[src/rtl/mux_stream_rr.sv]
// N-channel registered stream multiplexer with valid/ready handshakes and a
// runtime-selectable arbitration mode (fixed select, fixed priority, round-robin).
module mux_stream_rr #(
    parameter int N_CH   = 16,
    parameter int DATA_W = 8,
    parameter int SEL_W  = $clog2(N_CH)
) (
    input  logic                     clk,
    input  logic                     rst_n,
    input  logic [1:0]               mode,
    input  logic [SEL_W-1:0]         sel,
    input  logic [N_CH*DATA_W-1:0]   in_data,
    input  logic [N_CH-1:0]          in_valid,
    output logic [N_CH-1:0]          in_ready,
    output logic [DATA_W-1:0]        out_data,
    output logic [SEL_W-1:0]         out_ch,
    output logic                     out_valid,
    input  logic                     out_ready
);

    logic [SEL_W-1:0]  last_grant_r;
    logic [SEL_W-1:0]  grant_s;
    logic              grant_vld_s;
    logic              load_en_s;
    logic [DATA_W-1:0] grant_data_s;
    int                best_dist_s;
    int                dist_s;
    logic              take_s;

    assign load_en_s = !out_valid || out_ready;

    // Grant selection; round-robin picks the valid channel at the smallest
    // forward distance from last_grant (last_grant itself is distance N_CH).
    always_comb begin
        grant_s     = '0;
        grant_vld_s = 1'b0;
        best_dist_s = N_CH + 1;
        dist_s      = 0;
        take_s      = 1'b0;
        case (mode)
            2'd1: begin
                for (int i = N_CH - 1; i >= 0; i--) begin
                    grant_s     = in_valid[i] ? SEL_W'(i) : grant_s;
                    grant_vld_s = grant_vld_s | in_valid[i];
                end
            end
            2'd2: begin
                for (int i = 0; i < N_CH; i++) begin
                    dist_s      = (i > int'(last_grant_r)) ? (i - int'(last_grant_r))
                                                           : (i - int'(last_grant_r) + N_CH);
                    take_s      = in_valid[i] && (dist_s < best_dist_s);
                    best_dist_s = take_s ? dist_s : best_dist_s;
                    grant_s     = take_s ? SEL_W'(i) : grant_s;
                    grant_vld_s = grant_vld_s | in_valid[i];
                end
            end
            default: begin
                // Only indices below N_CH are compared, so an out-of-range sel never grants.
                for (int i = 0; i < N_CH; i++) begin
                    take_s      = (sel == SEL_W'(i)) && in_valid[i];
                    grant_s     = take_s ? SEL_W'(i) : grant_s;
                    grant_vld_s = grant_vld_s | take_s;
                end
            end
        endcase
    end

    // Data mux and per-channel ready; ready is held low while in reset.
    always_comb begin
        grant_data_s = '0;
        in_ready     = '0;
        for (int i = 0; i < N_CH; i++) begin
            grant_data_s = (grant_s == SEL_W'(i)) ? in_data[i*DATA_W +: DATA_W] : grant_data_s;
            in_ready[i]  = rst_n && load_en_s && grant_vld_s && (grant_s == SEL_W'(i));
        end
    end

    // Output register stage and round-robin pointer.
    always_ff @(posedge clk or negedge rst_n) begin
        if (!rst_n) begin
            out_valid    <= 1'b0;
            out_data     <= '0;
            out_ch       <= '0;
            last_grant_r <= SEL_W'(N_CH - 1);
        end else if (load_en_s) begin
            out_valid <= grant_vld_s;
            if (grant_vld_s) begin
                out_data     <= grant_data_s;
                out_ch       <= grant_s;
                last_grant_r <= grant_s;
            end
        end
    end

endmodule

[config.mk]
export PLATFORM = sky130hd
export DESIGN_NAME = mux_stream_rr
export DESIGN_NICKNAME = d
export VERILOG_FILES = /design/src/rtl/mux_stream_rr.sv
export SDC_FILE = /design/constraint.sdc
export NUM_CORES = 1
export LEC_CHECK = 0
export CAP_MARGIN = 25
export CORE_MARGIN = 10
export CORE_UTILIZATION = 30
export CTS_BUF_LIST = sky130_fd_sc_hd__clkbuf_4 sky130_fd_sc_hd__clkbuf_8 sky130_fd_sc_hd__clkbuf_16
export DETAILED_ROUTE_END_ITERATION = 8
export PLACE_DENSITY = 0.54
export SLEW_MARGIN = 20
export SYNTH_ARGS = -nofsm -noshare
export SYNTH_HDL_FRONTEND = slang
export SYNTH_SLANG_ARGS = --single-unit
[constraint.sdc]
create_clock -name clk -period 55.9 [get_ports clk]
set_clock_uncertainty 0.1 [all_clocks]
set_input_delay 13.975 -clock clk [delete_from_list [all_inputs] [get_ports clk]]
set_output_delay 13.975 -clock clk [all_outputs]
set_load 0.02 [all_outputs]
==> load_flow_metrics.sql <==
INSERT INTO impl_metrics (metric_group, metric, value, unit) VALUES
('floorplanning', 'initial_core_util', '30.4', '%'),
('drt', 'via_count', '9211', ''),
('layout', 'area_growth_syn_to_layout', '33.1', '%'),
('clock_tree', 'tritoncts', 'built', ''),
('place', 'dpl.hpwl', '27.9', 'mm'),
('synth', 'synth_compound_area_share', '36.1', '%'),
('synth', 'synth_enable_flop_cells', '0', ''),
('grt', 'grt_remaining_overflow', '0', ''),
('setup_path', 'timing.critical_path.mode_cell', 'ha_1', ''),
('place', 'dp_worst_setup_slack', '-0.189', 'ns'),
('setup_path', 'critPathMaxStageDelay', '0.52', 'ns'),
('synth', 'ys_seq_area_share', '5.64', '%'),
('setup_path', 'crit_fanout', '15', ''),
('clock_tree', 'tritoncts.num_buffers', '3', ''),
('worst_hold_path', 'worstHoldPathType', 'reg -> reg', ''),
('synth', 'synthesized_area_fraction_occupied_by_and_or_nand_nor_cells', '24.8', '%'),
('timing', 'grt_setup_unrepaired', 'false', ''),
('setup_path', 'worstSetupPathType', 'in -> out', ''),
('grt', 'globalRouteTotalUtil', '19.4', '%'),
('synth', 'synthesis.area_per_instance', '7.03', 'um2'),
('timing', 'final_min_period_over_clock_period', '96.4', '%'),
('synth', 'synth.area.top_cells', 'ha_1 14%, mux2i_1 7.2%, nor2_1 4.9%', ''),
('synth', 'syn_inst', '1086', ''),
('synth', 'yosys.area_share.xor_xnor', '1.59', '%'),
('timing', 'report.final.slew_viol_count', '0', ''),
('synth', 'synth_top_family_by_area', 'compound AO/OA/AOI/OAI gates', ''),
('synth', 'most_frequently_used_cell_type_in_the_post_synthesis_netlist', 'nor2_1', ''),
('timing', 'max-slew-margin-rel', '34.3', '%'),
('floorplanning', 'die_width', '180', 'um'),
('place', 'detailed_place.area', '9770', 'um2'),
('drt', 'post-route-drc-count', '0', ''),
('clock_tree', 'worst_skew_pair.late_latency', '0.25', 'ns'),
('clock_tree', 'cts.sink_count', '17', ''),
('drt', 'wirelength', '34.4', 'mm'),
('grt', 'grt_pass1_wl', '51.3', 'mm'),
('run', 'timing.max_cap.violations', '0', ''),
('timing', 'count_of_endpoints_failing_hold_in_the_final_timing_report', '0', ''),
('place', 'numPortBuffers', '181', ''),
('synth', 'synth_warnings', '0', ''),
('setup_path', 'critical_path_required', '41.83', 'ns'),
('grt', 'grt_max_degree', '38', ''),
('layout', 'final_nets', '1490', ''),
('floorplanning', 'io_pins', '182', ''),
('timing', 'final_period_minus_worst_setup_slack', '53.88', 'ns'),
('drt', 'route.detailed.vias_per_inst', '5.82', ''),
('outcome', 'run_status', 'finished, final reports clean', ''),
('timing', 'worstMarginPinSlew', '0.972', 'ns'),
('layout', 'post-route-cell-area', '10200', 'um2'),
('drt', 'ant_nets', '0', ''),
('clock_tree', 'clkSlewWorstSetupHoldPaths', '0.05', 'ns'),
('synth', 'synth_top_cells_by_count', '99 x nor2_1, 87 x nand2_1, 85 x ha_1', ''),
('floorplanning', 'floorplan.die.height', '180', 'um'),
('clock_tree', 'cts_root_buf', 'clkbuf_16', ''),
('synth', 'synth_area_leader_cell', 'ha_1', ''),
('timing', 'final-setup-viol-count', '0', ''),
('timing', 'fin_ws', '2.02', 'ns'),
('synth', 'synthDistinctLibCells', '101', ''),
('floorplanning', 'floorplan.rows', '58', ''),
('clock_tree', 'clock_tree.buffer_depth', '2', ''),
('setup_path', 'cpMaxStageDelayCell', 'a221o_2', ''),
('synth', 'summed_instance_area_of_the_synthesized_netlist', '7640', 'um2'),
('synth', 'synth-seq-cells', '17', ''),
('floorplanning', 'floorplan.core_area', '25100', 'um2'),
('setup_path', 'critPathLaunchType', 'input pin', ''),
('drt', 'drt_pre_antenna_iters', '5', ''),
('drt', 'detail_route.iter0.violations', '726', ''),
('clock_tree', 'cts-htree-levels', '1', ''),
('synth', 'synth_adder_area_share', '14.1', '%'),
('place', 'gp_congestion', '0.925', ''),
('grt', 'initial_antenna_violation_count', '3', ''),
('floorplanning', 'floorplan.die_area', '32200', 'um2'),
('synth', 'synth.mux.area_fraction', '10.1', '%'),
('setup_path', 'cp.arrival', '39.81', 'ns'),
('synth', 'synth_flop_cell', 'dfrtp_1', ''),
('timing', 'max_freq', '18.6', 'MHz'),
('synth', 'synth_top_cell_area_share', '13.9', '%'),
('setup_path', 'setup.worst_path.end_class', 'output pin', ''),
('layout', 'filler_cell_count', '2682', ''),
('grt', 'first_global_vias', '8813', ''),
('synth', 'async_reset_ff_share', '100', '%'),
('layout', 'final_layout_size_suffix_gt1_share', '11.0', '%'),
('drt', 'routed_wire_length_per_instance', '21.7', 'um');
==> placed cells by master, fill, tap and decap left out, types with 18 or more instances in the layout <==
cell,netlist,final
nor2_1,99,99
a211oi_1,22,22
inv_1,80,80
nand2_1,87,84
o21ai_1,13,18
nor3_1,54,54
nand2b_1,19,19
mux2i_1,55,52
buf_4,2,36
nand3_1,28,27
ha_1,85,85
o21ai_0,69,63
a21oi_1,63,62
clkdlybuf4s50_1,0,164
==> logic make-up (layout without fill, tap and decap cells) <==
kind of cell    count (synthesis)  after routing
compound gates                373            374
xor+xnor                       13             13
fa+ha+maj                      86             86
buf+inv                       142            304
flops                          17             17
mux                            73             73
other cells                     1              4
simple gates                  381            381
==> what timing repair did <==
item	CTS	global route
hold buffers	0	0
cloned	0	1
setup endpoints to repair	14	16
pin swaps	0	5
resized for setup	6	62
buffers inserted	0	13
==> layer usage <==
| layer | share of wire [%] | vias up | track usage, % |
|---|---|---|---|
| li1 | - | 4443 | - |
| met1 | 41 | 4334 | 23.5 |
| met2 | 48 | 385 | 33.5 |
| met3 | 8.8 | 45 | 5.04 |
| met4 | 2.1 | 4 | 4.30 |
| met5 | 0.078 | - | 0 |
==> worst max-delay path: cells and delay by family <==
family	cells	cell delay (ns)
mux	8	2.60
compound gates	60	13.09
simple gates	31	4.48
buf+inv	8	1.62
fa+ha+maj	15	3.95
==> stage by stage <==
| stage | TNS, ns | hold WS [ns] | util (%) | instances |
|---|---|---|---|---|
| 2_1_floorplan | 0 | 0.511 | - | 1088 |
| 3_3_place_gp | 0 | 0.391 | 38.9 | 1563 |
| 3_5_place_dp | -1.28 | 0.400 | 38.9 | 1563 |
| 4_1_cts | 0 | 0.415 | 39.4 | 1567 |
| 5_1_grt | 0 | 0.436 | 40.5 | 1581 |
| 6_report | 0 | 0.410 | 40.5 | 1582 |
==> path summary, 6_finish.rpt <==
kind | from | end | slack (ns) | depth (start not counted)
max | in_valid[0] | in_ready[7] | 2.02 | 122
min reg2reg | out_ch[1] | out_ch[1] | 0.41 | 1
min in group asynchronous | rst_n | out_data[5] | 13.99 | 2
min | out_ch[1] | out_ch[1] | 0.41 | 1
max reg2reg | last_grant_r[1] | out_data[7] | 27.29 | 127
max in group asynchronous | rst_n | last_grant_r[2] | 41.44 | 2
==> registers in the layout (all words and copies together), names as in the netlist <==
register	flops
last_grant_r	4
out_ch	4
out_data	8
out_valid	1
==> area by class of cell <==
| class | instances | area (um2) | area share, % |
|---|---|---|---|
| Sequential cell | 17 | 430 | 4.24 |
| Tap cell | 330 | 413 | 4.06 |
| Clock buffer | 4 | 82.6 | 0.813 |
| Inverter | 82 | 308 | 3.03 |
| Antenna cell | 1 | 2.50 | 0.0246 |
| Timing Repair Buffer | 218 | 2110 | 20.7 |
| Multi-Input combinational cell | 930 | 6820 | 67.1 |
Power is left out: the tool's default activity adds up to more than one toggle a clock period on the data nets, which glitch-free logic cannot reach.
